$ cat src/rtl/keypad_pkg.sv
`default_nettype none
// ============================================================================
// Module   : keypad_pkg
// Purpose  : Shared types and helper functions for the keypad matrix scanner.
//            Provides the FSM state encoding, the key-code width rule and
//            the lowest-set-bit encoder used to pick a row.
// Revision : 1.0 - initial release
// ============================================================================
package keypad_pkg;

  typedef enum logic [1:0] {
    SCAN      = 2'd0,
    DEB_PRESS = 2'd1,
    HELD      = 2'd2,
    DEB_REL   = 2'd3
  } kp_state_t;

  // Width of key_code: enough for rows*cols distinct keys, never below 1.
  function automatic int kp_code_w(input int rows, input int cols);
    return (rows * cols <= 1) ? 1 : $clog2(rows * cols);
  endfunction

  // Index of the lowest set bit (0 when the vector is empty).
  function automatic int lowest_set_idx(input logic [31:0] vec);
    int idx;
    idx = 0;
    for (int i = 31; i >= 0; i--) begin
      if (vec[i]) idx = i;
    end
    return idx;
  endfunction

  function automatic int kp_max4(input int a, input int b, input int c, input int d);
    int m;
    m = a;
    if (b > m) m = b;
    if (c > m) m = c;
    if (d > m) m = d;
    return m;
  endfunction

endpackage
`default_nettype wire

$ cat src/rtl/keypad_scanner_if.sv
`default_nettype none
// ============================================================================
// Module   : keypad_scanner_if
// Purpose  : Key-event handshake bundle between the scanner (master) and the
//            request-queue logic (slave).
//   key_code  : encoded key index, stable while key_valid is high
//   key_valid : key_code holds an undelivered event
//   key_ready : consumer accepts when key_valid & key_ready
// Revision : 1.0 - initial release
// ============================================================================
interface keypad_scanner_if #(
  parameter int CODE_W = 4
);
  logic [CODE_W-1:0] key_code;
  logic              key_valid;
  logic              key_ready;

  modport master (output key_code, output key_valid, input key_ready);
  modport slave  (input key_code, input key_valid, output key_ready);
endinterface
`default_nettype wire

$ cat src/rtl/kp_stable_cnt.sv
`default_nettype none
// ============================================================================
// Module   : kp_stable_cnt
// Purpose  : Saturating stability counter used for press and release
//            debounce. Counts cycles with match high; done flags that the
//            count has reached TERM.
//   clk, rst : clock, synchronous active-high reset
//   clr      : restart the count from zero
//   match    : the sampled input equals the reference this cycle
//   done     : count equals TERM (the owner qualifies it with match)
// Revision : 1.0 - initial release
// ============================================================================
module kp_stable_cnt #(
  parameter int CNT_W = 10,
  parameter int TERM  = 7
) (
  input  wire logic clk,
  input  wire logic rst,
  input  wire logic clr,
  input  wire logic match,
  output logic      done
);

  localparam logic [CNT_W-1:0] c_term = CNT_W'(TERM);
  localparam logic [CNT_W-1:0] c_max  = '1;

  logic [CNT_W-1:0] r_cnt;

  always_ff @(posedge clk) begin
    if (rst || clr) begin
      r_cnt <= '0;
    end else if (match && (r_cnt != c_max)) begin
      r_cnt <= r_cnt + 1'b1;
    end
  end

  assign done = (r_cnt == c_term);

endmodule
`default_nettype wire

$ cat src/rtl/keypad_scanner.sv
`default_nettype none
// ============================================================================
// Module   : keypad_scanner
// Purpose  : Parametrised keypad matrix scanner. Rotates a one-hot column
//            strobe, debounces press and release, encodes the key as
//            col*ROWS + lowest active row and delivers it over valid/ready.
//   clk, rst   : clock, synchronous active-high reset
//   row        : row sense lines (active-high, already synchronised)
//   columns    : one-hot column strobe
//   kif        : key_code / key_valid / key_ready handshake (master)
//   pressed    : high from accepted press to accepted release
//   multi_key  : more than one row active at the last accepted press
//   overflow   : sticky, an event was dropped while one was pending
// Config   : define KEYPAD_REPEAT_EN to add auto-repeat while a key is held.
// Revision : 1.0 - initial release
// ============================================================================
module keypad_scanner
  import keypad_pkg::*;
#(
  parameter int ROWS         = 4,
  parameter int COLS         = 4,
  parameter int SCAN_DIV     = 16,
  parameter int DEBOUNCE_CYC = 1000,
  parameter int REPEAT_DLY   = 50000,
  parameter int REPEAT_RATE  = 10000
) (
  input  wire logic            clk,
  input  wire logic            rst,
  input  wire logic [ROWS-1:0] row,
  output logic      [COLS-1:0] columns,
  keypad_scanner_if.master     kif,
  output logic                 pressed,
  output logic                 multi_key,
  output logic                 overflow
);

  localparam int c_code_w = kp_code_w(ROWS, COLS);
  localparam int c_col_w  = (COLS > 1) ? $clog2(COLS) : 1;
  localparam int c_cnt_w  = $clog2(kp_max4(SCAN_DIV, DEBOUNCE_CYC, REPEAT_DLY, REPEAT_RATE) + 1);
  localparam logic [c_cnt_w-1:0] c_scan_last = c_cnt_w'(SCAN_DIV - 1);
  localparam logic [c_cnt_w-1:0] c_cnt_max   = '1;
  localparam logic [COLS-1:0]    c_col_one   = COLS'(1);

  kp_state_t             r_state, w_next;
  logic [c_col_w-1:0]    r_col_idx;
  logic [c_cnt_w-1:0]    r_scan_cnt;
  logic [ROWS-1:0]       r_snap;
  logic [c_code_w-1:0]   r_code;
  logic                  r_valid, r_pressed, r_multi, r_overflow;

  logic w_scan_last, w_advance, w_latch, w_accept, w_release;
  logic w_clr, w_match, w_done, w_emit, w_hs;
  logic [c_code_w-1:0] w_code;

  assign w_scan_last = (r_scan_cnt == c_scan_last);

  kp_stable_cnt #(
    .CNT_W (c_cnt_w),
    .TERM  (DEBOUNCE_CYC - 1)
  ) u_stable (
    .clk   (clk),
    .rst   (rst),
    .clr   (w_clr),
    .match (w_match),
    .done  (w_done)
  );

  always_ff @(posedge clk) begin
    if (rst) r_state <= SCAN;
    else     r_state <= w_next;
  end

  always_comb begin
    w_next    = r_state;
    w_advance = 1'b0;
    w_latch   = 1'b0;
    w_accept  = 1'b0;
    w_release = 1'b0;
    w_match   = 1'b0;
    w_clr     = 1'b1;
    case (r_state)
      SCAN: begin
        if (w_scan_last) begin
          if (row != '0) begin
            w_latch = 1'b1;
            w_next  = DEB_PRESS;
          end else begin
            w_advance = 1'b1;
          end
        end
      end
      DEB_PRESS: begin
        w_clr   = 1'b0;
        w_match = (row == r_snap);
        if (!w_match) begin
          w_next    = SCAN;
          w_advance = 1'b1;
        end else if (w_done) begin
          w_accept = 1'b1;
          w_next   = HELD;
        end
      end
      HELD: begin
        // Nonzero changes while held are deliberately ignored.
        if (row == '0) w_next = DEB_REL;
      end
      DEB_REL: begin
        w_clr   = 1'b0;
        w_match = (row == '0);
        if (!w_match) begin
          w_next = HELD;
        end else if (w_done) begin
          w_release = 1'b1;
          w_next    = SCAN;
          w_advance = 1'b1;
        end
      end
      default: w_next = SCAN;
    endcase
  end

  // Scan divider only runs in SCAN; restarts for every new column.
  always_ff @(posedge clk) begin
    if (rst || (r_state != SCAN) || w_scan_last) begin
      r_scan_cnt <= '0;
    end else if (r_scan_cnt != c_cnt_max) begin
      r_scan_cnt <= r_scan_cnt + 1'b1;
    end
  end

  always_ff @(posedge clk) begin
    if (rst) begin
      r_col_idx <= '0;
    end else if (w_advance) begin
      r_col_idx <= (r_col_idx == c_col_w'(COLS - 1)) ? '0 : r_col_idx + 1'b1;
    end
  end

  assign columns = c_col_one << r_col_idx;

  always_ff @(posedge clk) begin
    if (rst)          r_snap <= '0;
    else if (w_latch) r_snap <= row;
  end

  // Column and snapshot stay frozen from detect to release, so the code
  // is valid for both the press event and any repeats.
  assign w_code = c_code_w'(int'(r_col_idx) * ROWS + lowest_set_idx(32'(r_snap)));

  always_ff @(posedge clk) begin
    if (rst) begin
      r_pressed <= 1'b0;
      r_multi   <= 1'b0;
    end else if (w_accept) begin
      r_pressed <= 1'b1;
      r_multi   <= |(r_snap & (r_snap - 1'b1));
    end else if (w_release) begin
      r_pressed <= 1'b0;
    end
  end

`ifdef KEYPAD_REPEAT_EN
  // r_rpt_cnt holds cycles elapsed since accept (or since the last repeat).
  logic [c_cnt_w-1:0] r_rpt_cnt;
  logic               r_rpt_phase;
  logic               w_rpt_hit;

  assign w_rpt_hit = (r_state == HELD) &&
                     (r_rpt_phase ? (r_rpt_cnt == c_cnt_w'(REPEAT_RATE))
                                  : (r_rpt_cnt == c_cnt_w'(REPEAT_DLY)));

  always_ff @(posedge clk) begin
    if (rst) begin
      r_rpt_cnt   <= '0;
      r_rpt_phase <= 1'b0;
    end else if (w_accept) begin
      r_rpt_cnt   <= c_cnt_w'(1);
      r_rpt_phase <= 1'b0;
    end else if (w_rpt_hit) begin
      r_rpt_cnt   <= c_cnt_w'(1);
      r_rpt_phase <= 1'b1;
    end else if (r_pressed && (r_rpt_cnt != c_cnt_max)) begin
      r_rpt_cnt <= r_rpt_cnt + 1'b1;
    end
  end

  assign w_emit = w_accept || w_rpt_hit;
`else
  assign w_emit = w_accept;
`endif

  assign w_hs = r_valid && kif.key_ready;

  always_ff @(posedge clk) begin
    if (rst) begin
      r_code     <= '0;
      r_valid    <= 1'b0;
      r_overflow <= 1'b0;
    end else if (w_emit) begin
      if (!r_valid || w_hs) begin
        r_code  <= w_code;
        r_valid <= 1'b1;
      end else begin
        r_overflow <= 1'b1;
      end
    end else if (w_hs) begin
      r_valid <= 1'b0;
    end
  end

  assign kif.key_code  = r_code;
  assign kif.key_valid = r_valid;
  assign pressed       = r_pressed;
  assign multi_key     = r_multi;
  assign overflow      = r_overflow;

endmodule
`default_nettype wire

$ cat src/flat_wrapper.sv
// flat-port wrapper written by rule: the top's interface ports become plain ports
module keypad_scanner_flat import keypad_pkg::*;
#(
  parameter int ROWS         = 4,
  parameter int COLS         = 4,
  parameter int SCAN_DIV     = 16,
  parameter int DEBOUNCE_CYC = 1000,
  parameter int REPEAT_DLY   = 50000,
  parameter int REPEAT_RATE  = 10000
)
  (clk, rst, row, columns, pressed, multi_key, overflow, kif_key_code, kif_key_valid, kif_key_ready);
  keypad_scanner_if #(.CODE_W(4)) kif_i ();
  input  wire logic clk;
  input  wire logic rst;
  input  wire logic [ROWS-1:0] row;
  output logic      [COLS-1:0] columns;
  output logic pressed;
  output logic multi_key;
  output logic overflow;
  output wire logic [$bits(kif_i.key_code)-1:0] kif_key_code;
  output wire logic [$bits(kif_i.key_valid)-1:0] kif_key_valid;
  input wire logic [$bits(kif_i.key_ready)-1:0] kif_key_ready;
  assign kif_key_code = kif_i.key_code;
  assign kif_key_valid = kif_i.key_valid;
  assign kif_i.key_ready = kif_key_ready;
  keypad_scanner #(.ROWS(ROWS), .COLS(COLS), .SCAN_DIV(SCAN_DIV), .DEBOUNCE_CYC(DEBOUNCE_CYC), .REPEAT_DLY(REPEAT_DLY), .REPEAT_RATE(REPEAT_RATE)) u_core (.clk(clk), .rst(rst), .row(row), .columns(columns), .kif(kif_i), .pressed(pressed), .multi_key(multi_key), .overflow(overflow));
endmodule
$ cat config.mk
export PLATFORM = sky130hd
export DESIGN_NAME = keypad_scanner_flat
export DESIGN_NICKNAME = d
export VERILOG_FILES = /design/src/rtl/keypad_pkg.sv /design/src/rtl/keypad_scanner_if.sv /design/src/rtl/kp_stable_cnt.sv /design/src/rtl/keypad_scanner.sv /design/src/flat_wrapper.sv
export SDC_FILE = /design/constraint.sdc
export NUM_CORES = 1
export LEC_CHECK = 0
export CORE_UTILIZATION = 52
export DETAILED_ROUTE_END_ITERATION = 10
export MAX_ROUTING_LAYER = met4
export PLACE_DENSITY = 0.83
export SYNTH_ARGS = -nofsm -noshare
export SYNTH_HDL_FRONTEND = slang
export SYNTH_HIERARCHICAL = 1
export SYNTH_SLANG_ARGS = --single-unit
$ cat constraint.sdc
create_clock -name clk -period 2.54 [get_ports clk]
set_clock_uncertainty 0.05 [all_clocks]
set_input_delay 0.254 -clock clk [delete_from_list [all_inputs] [get_ports clk]]
set_output_delay 0.254 -clock clk [all_outputs]
set_load 0.02 [all_outputs]
==> flow_summary.ini, run 1 <==
[floorplanning]
core_um2 = 4504
ioPinCount = 19
start_util_pct = 55.67
rows = 24
die_y_um = 71.44
dieWidth_um = 71.44
die-area_um2 = 5104

[clock_network]
hold_buffers = 0
h-tree-depth = 2
cts.sinks = 48
numCtsBuffers = 5
cts-root-buf = clkbuf_8
clock_path_buffers = 2
clk_pin_slew_ps = 90
clkLatencyLatePin_ps = 300
cts_tree = done

[setup_path]
cp_max_fo = 5
required_ps = 2720
cp-startpoint = row[1]
timing_worst_setup_path_type = input pin to flip-flop
reg2reg_to = u_core/u_stable/r_cnt[14]
reg2reg_slack_ps = 100
worst_setup_path_start_kind = input pin
worst_setup_path_end_kind = flip-flop
reg2reg_depth = 8
reg2reg_from = u_core/r_snap[0]
crit_end = u_core/u_stable/r_cnt[14]
arrival_ps = 2620

[timing]
final.period_utilization_pct = 96.09
final-hold-violation-count = 0
finalSetupViolCount = 0
tightestPinTransition_ps = 651.7
relSlewSlack_pct = 56.43
layout_min_cycle_time_ps = 2441
fmax_mhz = 409.7
setup_slack_ps = 99.35
slew_viol_final = 0
hold_ws_ps = 329.6

[global_route]
gr-usage-all-layers_pct = 23.52
grt_max_degree = 18
grt_pass1_vias = 2155
antenna_found_initial = 0
gr-total-overflow = 0
grt_pass1_wl_um = 9294

[min_path]
hp-class = input pin to flip-flop

[power]
p_total_mw = 1.266
leakage_nw = 0.9949
p_per_area_nw_per_um2 = 424.9
peakVddDrop_mv = 0.2364

[logic_synthesis]
synth-warning-count = 6
ys_types = 46
syn_area_um2 = 2507
synth-seq-area-share_pct = 38.32
syn_avg_cell_area_um2 = 8.587
synth-edff-count = 0
yosys.area.top_type_share_pct = 38.32
syn_inst = 292
async_flop_share_pct = 0
synth_nets = 306
synth_area_leaders = dfxtp_1 (38%), nor2_1 (6.4%), mux2i_1 (5.6%)
synth_top_area_cell = dfxtp_1
synth-seq-cells = 48
synth_flop_cell = dfxtp_1

[place]
placed_cells = 371
dp_hpwl_um = 3954
pre_cts_ws_ps = -352.4
place.gp.congestion = 0.8907
port_buffers = 18

[route]
drc = 0
finalWirelength_um = 5479
avgViaCountPerCell = 6.113
drt_iter0_markers = 171
postRouteAntennaNets = 0
routed-via-count = 2317
wire_per_inst_um = 14.46
drt_first_pass_iters = 4

[outcome]
outcome = completed

[cells_and_area]
final_cells = 379
layout-drive-gt1-share_pct = 12.54
areaGrowthSynthToFinish_pct = 18.86
layout_commonest_cell = dfxtp_1
num_antenna_cells = 0
final_nets = 340
final_cell_mix = dfxtp_1 (47), nor2_1 (42), buf_4 (18)

[run]
maxCapViolCount = 0
where the power goes:
part,internal (mW),switching (mW)
logic,0.0208,0.0231
registers,0.756,0.00370
clock network,0.222,0.241
kinds of logic (layout without fill, tap and decap cells):
family	Yosys count	after routing	synth area share, %
adders and majority gates	8	8	3.892
buffers and inverters	18	53	2.744
DFF	48	48	38.32
muxes	14	14	5.589
and+or+nand+nor	140	140	31.19
AOI/OAI and AO/OA	52	52	14.07
xor gates and xnor gates	12	12	4.192
metal layers:
metal / global-route usage [%] / wire length (um)
met1: 28.17 / 2435
met3: 3.938 / 228
met4: 10.22 / 76
met5: - / 0
met2: 39.05 / 2740
synth_stat cells, types with 6 or more instances:
cell type and number:
a21oi_1 17, nand4_1 11, xor2_1 8, mux2i_1 14
a211oi_1 6, o21ai_0 11, nand3_1 15, clkbuf_1 6
or3_1 9, nor2_1 43, nand2_1 15, nor3_1 11
nor4_1 6, ha_1 7, dfxtp_1 48, inv_1 9
state kept, by name (all words and copies together), names as in the netlist:
name                   count
u_core/pressed             1
u_core/r_scan_cnt         16
u_core/r_state             2
u_core/u_stable/r_cnt     16
u_core/kif.key_code        4
u_core/kif.key_valid       1
u_core/overflow            1
u_core/r_col_idx           2
u_core/r_snap              4
u_core/multi_key           1
per-stage QoR:
| step | area, um2 | util, % | TNS [ps] |
|---|---|---|---|
| floorplan | 2507 | - | 0 |
| global placement | 2853 | 63.33 | -889.7 |
| detailed placement | 2853 | 63.33 | -1592 |
| CTS | 2950 | 65.50 | 0 |
| global route | 2980 | 66.17 | -6.033 |
| finish | 2980 | 66.17 | 0 |
repair_timing:
action	in CTS	in global routing
setup buffers	0	0
endpoints found under the hold margin	0	0
resized for setup	1	7
setup endpoints to repair	1	5
pin swaps	0	2
gates cloned	0	0
critical path: stages:
cell             delay [ps]
clkdlybuf4s50_1         430
xor2_1                  170
or4_4                   550
nor2_4                  110
o21a_1                  150
and3_4                  230
nand3_1                 100
or4_4                   500
a21oi_2                 130
how the worst min path moves through the flow:
stage                             endpoint  depth (start not counted)  slack [ps]            start
after floorplan           u_core/r_snap[0]                          2         350           row[0]
after global placement     u_core/overflow                          2         410  u_core/overflow
after detailed placement   u_core/overflow                          2         410  u_core/overflow
after CTS                  u_core/overflow                          2         430  u_core/overflow
after global routing      u_core/r_snap[0]                          4         360           row[0]
final                     u_core/r_snap[0]                          4         330           row[0]
area by class of cell:
cell class	count	area (um2)
inverter	9	33.78
multi-input combinational	226	1511
fill	362	1524
clock buffer	8	90.09
timing repair buffer	36	317.8
sequential	48	962.2
tap	52	65.06
Note: power is estimated with default switching activity, not from simulation.
==> inputs of run 2 (changes only) <==
CORE_UTILIZATION = 54   (was 52)
CTS_BUF_LIST = sky130_fd_sc_hd__clkbuf_4 sky130_fd_sc_hd__clkbuf_8   (was not set)
PLACE_DENSITY = 0.85   (was 0.83)
==> run 2 against run 1 <==
  * Combinational power barely moved
  * First-iteration DRC count fell by 18%
  * Wire length rose by 3.9%
  * Cell count rose by 1.3%
  * Global-route usage rose by 2.2 points
  * Largest power group unchanged
  * Flip-flop and latch count did not move
  * Total power rose by 1.8%
  * Die area fell by 3.6%
  * Clock power rose by 5.0%
  * Register-to-register slack barely moved
  * Non-clock buffer count rose by 5
==> flow_summary.ini, run 2 (synthesized netlist as in run 1, its figures left out) <==
[outcome]
outcome = completed

[timing]
hold_ws_ps = 435.4
tns_ps = 0
final.period_utilization_pct = 95.77
slew_viol_final = 0
final-hold-violation-count = 0
layout_min_cycle_time_ps = 2432
tightestPinTransition_ps = 622.3
fmax_mhz = 411.1
finalSetupViolCount = 0
relSlewSlack_pct = 58.39

[place]
port_buffers = 18
dp_hpwl_um = 4059
placed_cells = 375
place.gp.congestion = 0.8806

[floorplanning]
die_y_um = 70.14
dieWidth_um = 70.14
rows = 24
die-area_um2 = 4920
ioPinCount = 19
start_util_pct = 56.80
core_um2 = 4414

[clock_network]
hold_buffers = 0
clk_pin_slew_ps = 80
clkLatencyLatePin_ps = 310
h-tree-depth = 2
numCtsBuffers = 5
clock_path_buffers = 2
cts-root-buf = clkbuf_8
cts_tree = done
cts.sinks = 48

[cells_and_area]
layout_commonest_cell = dfxtp_1
num_antenna_cells = 0
final_cells = 384
fillers = 356
areaGrowthSynthToFinish_pct = 21.11
final_nets = 345
final_cell_mix = dfxtp_1 (46), nor2_1 (42), buf_4 (23)
layout-drive-gt1-share_pct = 15.36
largestRegisters = u_core/r_scan_cnt (16), u_core/u_stable/r_cnt (16)

[power]
leakage_nw = 1.010
p_total_mw = 1.289
peakVddDrop_mv = 0.2562
p_per_area_nw_per_um2 = 424.5

[setup_path]
path_cells = clkdlybuf4s50_1, xor2_1, or4_4, nor2_4, o21a_1, and3_4, nand3_2, or4_4, a21oi_2
slowest_stage = or4_4
cp_common_cell = or4_4
worst_setup_path_end_kind = flip-flop
arrival_ps = 2630
reg2reg_depth = 8
required_ps = 2730
timing_worst_setup_path_type = input pin to flip-flop
worst_setup_path_start_kind = input pin
cp_max_fo = 5
slowest_delay_ps = 570

[route]
drc = 0
routed-via-count = 2266
finalWirelength_um = 5690
drt_first_pass_iters = 4
drt_iter0_markers = 140
avgViaCountPerCell = 5.901
wire_per_inst_um = 14.82
postRouteAntennaNets = 0

[run]
maxCapViolCount = 0

[global_route]
grt_pass1_wl_um = 9853
antenna_found_initial = 0
gr-usage-all-layers_pct = 25.72
grt_max_degree = 18
gr-total-overflow = 0
grt_pass1_vias = 2168

[min_path]
hp-class = flip-flop to flip-flop
worstHoldPathCells = 2
-- run 2: cell count changes in the layout (fill, tap and decap cells not counted), sizes merged --
| cell | previous run | this run |
|---|---|---|
| clkdlybuf4s50 | 17 | 18 |
| dlymetal6s2s | 1 | 0 |
| clkinvlp | 0 | 2 |
| buf | 18 | 23 |
| clkbuf | 8 | 6 |
-- run 2: through the flow --
stage	setup WS, ps	utilization, %	instance area (um2)
after floorplan	36.64	-	2507
after global placement	-208.7	65.31	2883
after detailed placement	-303.9	65.31	2883
after CTS	8.801	67.52	2980
after global routing	-2.477	68.79	3037
final	107.6	68.79	3037
-- run 2: path summary, 6_finish.rpt --
path                    start                        end  slack (ps)
max                    row[2]  u_core/u_stable/r_cnt[14]         110
min reg2reg   u_core/overflow            u_core/overflow         440
min           u_core/overflow            u_core/overflow         440
max reg2reg  u_core/r_snap[2]  u_core/u_stable/r_cnt[14]         110
-- run 2: report_power, final --
group          total, mW  switching (mW)  internal (mW)
clock network      0.486           0.266          0.221
registers          0.759         0.00394          0.755
logic             0.0440          0.0221         0.0219
-- run 2: what timing repair did --
action,in CTS,in global routing
resized for setup,0,11
setup buffers,0,1
endpoints found under the hold margin,0,0
endpoints found under the setup margin,0,5
-- run 2: worst max-delay path: cells and delay by family --
kind                   cells  cell delay, ps
AO/OA/AOI/OAI              2             270
XOR/XNOR                   1             170
buffers and inverters      1             440
AND/OR/NAND/NOR            5            1490
-- run 2: layout make-up --
class | instances | area (um2) | area share, %
repair buffers | 41 | 352.8 | 11.62
inverters | 9 | 33.78 | 1.112
well taps | 52 | 65.06 | 2.143
clock inverters | 2 | 15.01 | 0.4944
multi-input cells | 226 | 1521 | 50.10
flip-flops and latches | 48 | 965.9 | 31.81
clock buffers | 6 | 82.58 | 2.719
-- run 2: layer usage --
layer  track usage [%]  part of all wire (%)
met1             31.31                    45
met2             42.09                    49
met3             5.339                   4.4
met4             9.333                   1.6
met5                 -                     0
==> inputs of run 3 (changes only) <==
CTS_CLUSTER_SIZE = 25   (was not set)
==> results of run 3 <==
No change in the layout: final DEF, timing and power equal those of run 2.
